## config.mk

```make
export PLATFORM = sky130hd
export DESIGN_NAME = alu_issue
export DESIGN_NICKNAME = d
export VERILOG_FILES = /design/src/rtl/alu_pkg.sv /design/src/rtl/alu_ctrl_dec.sv /design/src/rtl/alu_issue.sv
export SDC_FILE = /design/constraint.sdc
export NUM_CORES = 1
export LEC_CHECK = 0
export CAP_MARGIN = 10
export CORE_UTILIZATION = 40
export DETAILED_ROUTE_END_ITERATION = 7
export GPL_ROUTABILITY_DRIVEN = 0
export PLACE_DENSITY = 0.87
export SYNTH_ARGS = -nofsm -noshare
export SYNTH_HDL_FRONTEND = slang
export SYNTH_SLANG_ARGS = --single-unit
export TNS_END_PERCENT = 1
```

## constraint.sdc

```tcl
create_clock -name clk -period 2.4 [get_ports clk]
set_input_delay 0.48 -clock clk [delete_from_list [all_inputs] [get_ports clk]]
set_output_delay 0.48 -clock clk [all_outputs]
set_load 0.02 [all_outputs]
```

## src/rtl/alu_pkg.sv

```systemverilog
// Shared constants for the ALU issue path: ALU function codes, RV32 opcodes and funct fields.
package alu_pkg;

   localparam logic [3:0] FN_AND = 4'b0000;
   localparam logic [3:0] FN_OR  = 4'b0001;
   localparam logic [3:0] FN_ADD = 4'b0010;
   localparam logic [3:0] FN_SUB = 4'b0110;

   localparam logic [6:0] OPC_OP     = 7'b0110011;
   localparam logic [6:0] OPC_OP_IMM = 7'b0010011;
   localparam logic [6:0] OPC_LOAD   = 7'b0000011;
   localparam logic [6:0] OPC_STORE  = 7'b0100011;
   localparam logic [6:0] OPC_BRANCH = 7'b1100011;

   localparam logic [2:0] F3_ADD_SUB = 3'b000;
   localparam logic [2:0] F3_AND     = 3'b111;
   localparam logic [2:0] F3_OR      = 3'b110;

   localparam logic [6:0] F7_BASE = 7'b0000000;
   localparam logic [6:0] F7_ALT  = 7'b0100000;

   typedef struct packed {
      logic [3:0] ctrl;
      logic       op2_sel_imm;
      logic       swap_ops;
      logic       illegal;
   } dec_t;

endpackage

```

## src/rtl/alu_ctrl_dec.sv

```systemverilog
// Combinational RV32 decode: opcode/funct3/funct7 -> ALU function code, operand routing and an
// illegal flag for anything the ALU path does not support.
module alu_ctrl_dec
   import alu_pkg::*;
(
   input  logic [6:0] opcode,
   input  logic [2:0] funct3,
   input  logic [6:0] funct7,
   output logic [3:0] alu_ctrl,
   output logic       op2_sel_imm,
   output logic       swap_ops,
   output logic       illegal
);

   dec_t dec;

   // The ALU subtracts in1 from in2, so every subtraction asks the top to swap rs1/rs2.
   always_comb begin
      dec = '{ctrl: FN_ADD, op2_sel_imm: 1'b0, swap_ops: 1'b0, illegal: 1'b0};
      case (opcode)
         OPC_OP: begin
            if (funct7 != F7_BASE && funct7 != F7_ALT) begin
               dec.illegal = 1'b1;
            end else begin
               case (funct3)
                  F3_ADD_SUB: begin
                     if (funct7[5]) begin
                        dec.ctrl     = FN_SUB;
                        dec.swap_ops = 1'b1;
                     end
                  end
                  F3_AND:  dec.ctrl    = FN_AND;
                  F3_OR:   dec.ctrl    = FN_OR;
                  default: dec.illegal = 1'b1;
               endcase
            end
         end
         OPC_OP_IMM: begin
            dec.op2_sel_imm = 1'b1;
            case (funct3)
               F3_ADD_SUB: dec.ctrl    = FN_ADD;
               F3_AND:     dec.ctrl    = FN_AND;
               F3_OR:      dec.ctrl    = FN_OR;
               default:    dec.illegal = 1'b1;
            endcase
         end
         OPC_LOAD, OPC_STORE: dec.op2_sel_imm = 1'b1;
         OPC_BRANCH: begin
            dec.ctrl     = FN_SUB;
            dec.swap_ops = 1'b1;
         end
         default: dec.illegal = 1'b1;
      endcase
   end

   assign alu_ctrl    = dec.ctrl;
   assign op2_sel_imm = dec.op2_sel_imm;
   assign swap_ops    = dec.swap_ops;
   assign illegal     = dec.illegal;

endmodule

```

## src/rtl/alu_issue.sv

```systemverilog
// ALU issue stage: decodes the instruction, orders operands and registers one beat towards the ALU.
// Define ALU_ISSUE_SKID_EN for a main+skid buffer with a registered in_ready.
module alu_issue
   import alu_pkg::*;
#(
   parameter int XLEN  = 32,
   parameter int CNT_W = 8
) (
   input  logic             clk,
   input  logic             reset,
   input  logic             flush,
   input  logic             in_valid,
   output logic             in_ready,
   input  logic [31:0]      in_instr,
   input  logic [XLEN-1:0]  in_rs1,
   input  logic [XLEN-1:0]  in_rs2,
   input  logic [XLEN-1:0]  in_imm,
   output logic             alu_valid,
   input  logic             alu_ready,
   output logic [XLEN-1:0]  alu_in1,
   output logic [XLEN-1:0]  alu_in2,
   output logic [3:0]       alu_ctrl,
   output logic [4:0]       alu_rd,
   output logic             illegal,
   output logic [CNT_W-1:0] illegal_cnt
);

   logic [3:0]      dec_ctrl;
   logic            op2_sel_imm;
   logic            swap_ops;
   logic            dec_illegal;
   logic [XLEN-1:0] op1;
   logic [XLEN-1:0] op2;
   logic            accept;
   logic            issue_new;

   // rs1/rs2 source fields are already resolved into in_rs1/in_rs2 upstream.
   logic unused_instr_bits;
   assign unused_instr_bits = ^in_instr[24:15];

   alu_ctrl_dec u_dec (
      .opcode      (in_instr[6:0]),
      .funct3      (in_instr[14:12]),
      .funct7      (in_instr[31:25]),
      .alu_ctrl    (dec_ctrl),
      .op2_sel_imm (op2_sel_imm),
      .swap_ops    (swap_ops),
      .illegal     (dec_illegal)
   );

   always_comb begin
      op1 = swap_ops ? in_rs2 : in_rs1;
      op2 = swap_ops ? in_rs1 : (op2_sel_imm ? in_imm : in_rs2);
   end

   assign accept    = in_valid & in_ready & ~flush;
   assign issue_new = accept & ~dec_illegal;

`ifdef ALU_ISSUE_SKID_EN
   logic            skid_valid;
   logic [XLEN-1:0] skid_in1;
   logic [XLEN-1:0] skid_in2;
   logic [3:0]      skid_ctrl;
   logic [4:0]      skid_rd;
   logic            main_free;

   assign main_free = ~alu_valid | alu_ready;
   assign in_ready  = ~skid_valid;

   // The skid entry is only ever filled while main is stalled, and in_ready is low while it is full,
   // so a new beat never competes with the skid entry for the main register.
   always_ff @(posedge clk) begin
      if (reset) begin
         alu_valid  <= 1'b0;
         alu_in1    <= '0;
         alu_in2    <= '0;
         alu_ctrl   <= '0;
         alu_rd     <= '0;
         skid_valid <= 1'b0;
         skid_in1   <= '0;
         skid_in2   <= '0;
         skid_ctrl  <= '0;
         skid_rd    <= '0;
      end else if (flush) begin
         alu_valid  <= 1'b0;
         skid_valid <= 1'b0;
      end else if (main_free) begin
         if (skid_valid) begin
            alu_valid  <= 1'b1;
            alu_in1    <= skid_in1;
            alu_in2    <= skid_in2;
            alu_ctrl   <= skid_ctrl;
            alu_rd     <= skid_rd;
            skid_valid <= 1'b0;
         end else if (issue_new) begin
            alu_valid <= 1'b1;
            alu_in1   <= op1;
            alu_in2   <= op2;
            alu_ctrl  <= dec_ctrl;
            alu_rd    <= in_instr[11:7];
         end else begin
            alu_valid <= 1'b0;
         end
      end else if (issue_new) begin
         skid_valid <= 1'b1;
         skid_in1   <= op1;
         skid_in2   <= op2;
         skid_ctrl  <= dec_ctrl;
         skid_rd    <= in_instr[11:7];
      end
   end
`else
   assign in_ready = ~alu_valid | alu_ready;

   // Data registers load only on a legal beat, which keeps them frozen through a stall.
   always_ff @(posedge clk) begin
      if (reset) begin
         alu_valid <= 1'b0;
         alu_in1   <= '0;
         alu_in2   <= '0;
         alu_ctrl  <= '0;
         alu_rd    <= '0;
      end else if (flush) begin
         alu_valid <= 1'b0;
      end else if (issue_new) begin
         alu_valid <= 1'b1;
         alu_in1   <= op1;
         alu_in2   <= op2;
         alu_ctrl  <= dec_ctrl;
         alu_rd    <= in_instr[11:7];
      end else if (alu_ready) begin
         alu_valid <= 1'b0;
      end
   end
`endif

   // Unsupported beats are consumed here and only reported; the counter sticks at all-ones.
   always_ff @(posedge clk) begin
      if (reset) begin
         illegal     <= 1'b0;
         illegal_cnt <= '0;
      end else begin
         illegal <= accept & dec_illegal;
         if (accept && dec_illegal && illegal_cnt != {CNT_W{1'b1}}) begin
            illegal_cnt <= illegal_cnt + CNT_W'(1);
         end
      end
   end

endmodule

```

# Word-level counts from Yosys, hierarchy flattened
# Cells that the tools add are included.
# classes
addsub	1
reduce_logical	11
bitwise_logic	8
eq_ne	9
n_mux	18
# ops
operator	count
32-bit 2-to-1 mux	3
7-bit by 6-bit equality test with 1-bit output (second input constant)	2
4-bit one-hot mux with 3 select lines	1
3-bit one-hot mux with 3 select lines	1
3-bit OR reduction	3
8-bit by 1-bit adder with 8-bit output (second input constant)	1
1-bit 2-to-1 mux	8
8-bit inequality test (second input constant)	1
7-bit by 2-bit equality test with 1-bit output (second input constant)	1
7-bit by 5-bit equality test with 1-bit output (second input constant)	1
7-bit equality test (second input constant)	1
7-bit by 6-bit inequality test with 1-bit output (second input constant)	1
7-bit nonzero test	1
3-bit equality test (second input constant)	2
1-bit bitwise AND	4
4-bit 2-to-1 mux	1
2-bit one-hot mux with 2 select lines	1
1-bit logical AND	3
3-bit logical NOT	1
3-bit 2-to-1 mux	1
1-bit NOT	3
1-bit one-hot mux with 3 select lines	1
1-bit one-hot mux with 2 select lines	1
2-bit AND reduction	1
other kinds (3)	3
# word_totals
ff_bits	83
wordCells	54
out_inout_bits	84

# Longest topological paths before layout
# depth
depth_word	8
depth_mapped	7

# Cells and area by module
# From an unflattened synthesis, not the netlist that was laid out.
# unflattened
hier_cells	510
area_unflattened_um2	4100.2
# by_module_without_submodules
module	n_inst	area_each_um2	cells_per_inst
alu_issue	1	3930.0	486
alu_ctrl_dec	1	170.2	24

# Worst setup path before layout
# Ideal clock, no wire load.
# synth_path
kind	input -> register
startpoint	input port in_instr[14]
endpoint	register alu_in2[10]
t_arrival_ps	2173
cell_stages	7
n_path_buf	2
path_slack_ps	158
cell_sequence	or3_1 -> a221o_1 -> or4_1 -> buf_2 -> buf_4 -> a311o_1 -> o21ai_1
# synth_between
elab_chain_cells	8
elab_cells_between_ends	14
cone_classes	2 x eq/ne; 7 x mux; 2 x bitwise; 3 x reduce/logical
# synth_lines
item	line	source
start, declared	alu_issue.sv:14	input logic [31:0] in_instr,
3-bit equality test / 3-bit logical NOT (equally long branches)	alu_ctrl_dec.sv:25, alu_ctrl_dec.sv:40	
3-bit OR reduction (no line)	n/a	
1-bit 2-to-1 mux	alu_ctrl_dec.sv:25, alu_ctrl_dec.sv:40	
1-bit 2-to-1 mux	alu_ctrl_dec.sv:22	if (funct7 != F7_BASE && funct7 != F7_ALT) begin
1-bit one-hot mux with 3 select lines	alu_ctrl_dec.sv:20	case (opcode)
1-bit NOT	alu_issue.sv:57	assign issue_new = accept & ~dec_illegal;
1-bit bitwise AND	alu_issue.sv:57	
2-bit AND reduction (no line)	n/a	
end signal, assigned	alu_issue.sv:128	alu_in2 <= op2;
end, declared	alu_issue.sv:21	output logic [XLEN-1:0] alu_in2,
# Parallel ways exist; a longest one is shown, timed or not.
# A chain may end at the register's enable or synchronous reset.

# Final worst setup path
# layout_path
startpoint	input port in_instr[14]
endpoint	register alu_in1[26]
# layout_between
elab_chain_cells	8
elab_cells_between_ends	14
cone_classes	2 x eq/ne; 7 x mux; 2 x bitwise; 3 x reduce/logical
# layout_lines
item	line	source
3-bit equality test / 3-bit logical NOT (equally long branches)	alu_ctrl_dec.sv:25, alu_ctrl_dec.sv:40	
3-bit OR reduction (no line)	n/a	
1-bit 2-to-1 mux	alu_ctrl_dec.sv:25, alu_ctrl_dec.sv:40	
1-bit 2-to-1 mux	alu_ctrl_dec.sv:22	
1-bit one-hot mux with 3 select lines	alu_ctrl_dec.sv:20	
1-bit NOT	alu_issue.sv:57	
1-bit bitwise AND	alu_issue.sv:57	
2-bit AND reduction (no line)	n/a	
end signal, assigned	alu_issue.sv:127	alu_in1 <= op1;
end, declared	alu_issue.sv:20	output logic [XLEN-1:0] alu_in1,
# Parallel ways exist; a longest one is shown, timed or not.

==> results.yml <==
layout:
  final_cell_area_sq_um: 6750
  fillers: 825
  seq_area_sq_um: 1640
  nets: 889
  diodes: 0
  multiInputGateArea_sq_um: 2220
  drive_gt1_frac: 0.0909
  fin_cells: 892
  final_core_util: 0.688
  syn2layout_area_growth_pct: 65.5
yosys:
  synthDistinctLibCells: 46
  syn_inst: 543
  yosysTopAreaCell: "dfxtp_1"
  ys.flop_type: "dfxtp_1"
  yosysSeqAreaShare: 0.402
  synth_most_common_cell: "nand2_1"
  syn-num-nets: 677
  synth-edff-count: 0
  synthTopCellsByArea: "dfxtp_1 (40%), nand2_1 (16%), a311oi_1 (6.9%), nor2_1 (5.4%), a311o_1 (3.9%)"
  syn_avg_cell_area_sq_um: 7.51
  ys_ff_latch: 82
  synth_top_area_share: 0.402
  synthArstFlopShare: 0
  syn_area_sq_um: 4080
  ys.warnings.count: 0
  synthTopCellsByCount: "nand2_1 (179), dfxtp_1 (82), nor2_1 (59)"
floorplanning:
  rows: 36
  start_util: 0.415
  die-area_sq_um: 10600
  ioPinCount: 217
  die_height_um: 103
  die-width_um: 103
  core_sq_um: 9820
global_route:
  grt_max_degree: 87
  grt_pass1_wl_um: 21800
  first_global_vias: 4703
  grtUsageTotal: 0.265
  overflow: 0
  antenna_found_initial: 0
clock_tree:
  clock_tree.buffer_depth: 2
  path_clk_slew_ns: 0.08
  htree_levels: 3
  cts_sinks: 82
  cts_buffers: 9
  tritoncts: "done"
  clock_latency_ns: 0.35
  cts_root_buffer: "clkbuf_8"
placement:
  dp.cells: 871
  post-place-ws_ns: -0.378
  place_area_sq_um: 6410
  hpwl_um: 10400
  io_buffers: 205
sta:
  setup_viol: 1
  hold_ws_ns: 0.458
  rsz0062_at_grt: "yes"
  fin_crit_ns: 2.41
  slew_violations: 0
  finalHoldViolCount: 0
  relSlewSlack: 0.403
  setup_tns_ns: -0.00760
  tightestPinTransition_ns: 0.895
  fin_skew_ns: 0.0108
  fmax_mhz: 415
  setup_ws_ns: -0.00760
  min_period_over_period: 1.00
power_and_ir_drop:
  seqPwrFrac: 0.461
  power_density_nw_per_um2: 441
  finalPower_mw: 2.98
  switching_share: 0.227
  vdd_drop_max_uv: 307
  p_switching_mw: 0.674
  p_leak_nw: 2.47
  p_int_mw: 2.30
  power_frac_comb: 0.136
  pwr-share-clk: 0.403
worst_setup_path:
  required_ns: 2.64
  end_kind: "register"
  r2r_start: "illegal_cnt[0]"
  cp-start-kind: "input pin"
  crit_start: "in_instr[14]"
  crit_type: "input pin to register"
  worstPathMaxFanout: 18
  cp.arrival_ns: 2.65
status:
  outcome: "finished, violations left"
  violations: "negative setup slack"
drt:
  drtIter0Drc: 246
  viasPerCell: 5.56
  vias: 4960
  wire_per_inst_um: 16.7
  drt-pass1-iter-count: 5
  antenna_left: 0
  wl_um: 14900
  drc_errors: 0
min_path:
  worstHoldStart: "alu_in2[26]"
  hold_class: "register to register"
run:
  cap_violations: 0
registers in the layout (all words and copies together), names as in the netlist:
register,flops
alu_valid,1
illegal_cnt,8
illegal,1
alu_rd,5
alu_in2,32
alu_ctrl,3
alu_in1,32
area by class of cell:
class / instances / share of cell area
clock inverters: 5 / 0.0154
well taps: 133 / 0.0246
multi-input cells: 414 / 0.329
flip-flops and latches: 82 / 0.243
clock buffers: 10 / 0.0189
repair buffers: 248 / 0.369
per-layer routing:
| layer | global-route usage | vias to the layer above | wire length (um) |
|---|---|---|---|
| li1 | - | 2329 | - |
| met1 | 0.306 | 2347 | 5820 |
| met2 | 0.454 | 260 | 7230 |
| met3 | 0.0949 | 24 | 1630 |
| met4 | 0.0932 | 0 | 215 |
| met5 | 0 | - | 0 |
power groups by stage:
stage | clock, mW | sequential, mW | combinational [mW]
global placement | 0 | 1.40 | 0.388
CTS | 1.22 | 1.37 | 0.398
detailed placement | 0 | 1.41 | 0.395
floorplan | 0 | 1.41 | 0.107
finish | 1.20 | 1.37 | 0.403
global route | 1.28 | 1.37 | 0.430
placed cells by master (no fill, tap or decap), types with 4 or more instances in the layout:
cell / instances
clkdlybuf4s50_1: 204
nand2_1: 179
dfxtp_1: 82
nor2_1: 58
buf_4: 32
a311oi_1: 31
nor3_1: 20
and3_1: 17
o32ai_1: 16
a311o_1: 16
a21oi_1: 13
clkbuf_8: 9
o21ai_1: 8
o21ai_0: 8
nor2b_1: 6
buf_12: 6
a211oi_1: 4
critical path, cell delays in order:
cell and delay [ns]:
clkdlybuf4s50_1 0.43, or3_4 0.40, a221o_1 0.33, buf_4 0.16, nor3_4 0.21, buf_4 0.16, buf_12 0.15, nor2_1 0.05
a311oi_1 0.27
logic make-up after synthesis:
| family | synth area share |
|---|---|
| AOI/OAI and AO/OA | 0.200 |
| adders and majority gates | 0.00307 |
| and+or+nand+nor | 0.322 |
| muxes | 0.0107 |
| xor gates and xnor gates | 0.00215 |
| buffers and inverters | 0.0589 |
| DFF | 0.402 |
| other | 0.000919 |
final timing paths:
check	end	slack, ns	cells past startpoint
setup / recovery	alu_in1[26]	-0.008	9
hold / removal	alu_in2[26]	0.46	2
setup reg to reg	illegal_cnt[5]	0.58	7
hold reg to reg	alu_in2[26]	0.46	2
timing repair:
action                     in CTS  in global routing
cloned                          0                  2
pin swaps                       0                 10
setup endpoints to repair       4                 35
hold endpoints to repair        0                  0
buffers inserted                0                  4
hold buffers                    0                  0
resized for setup               1                  5
(Power assumes the default switching activity.)
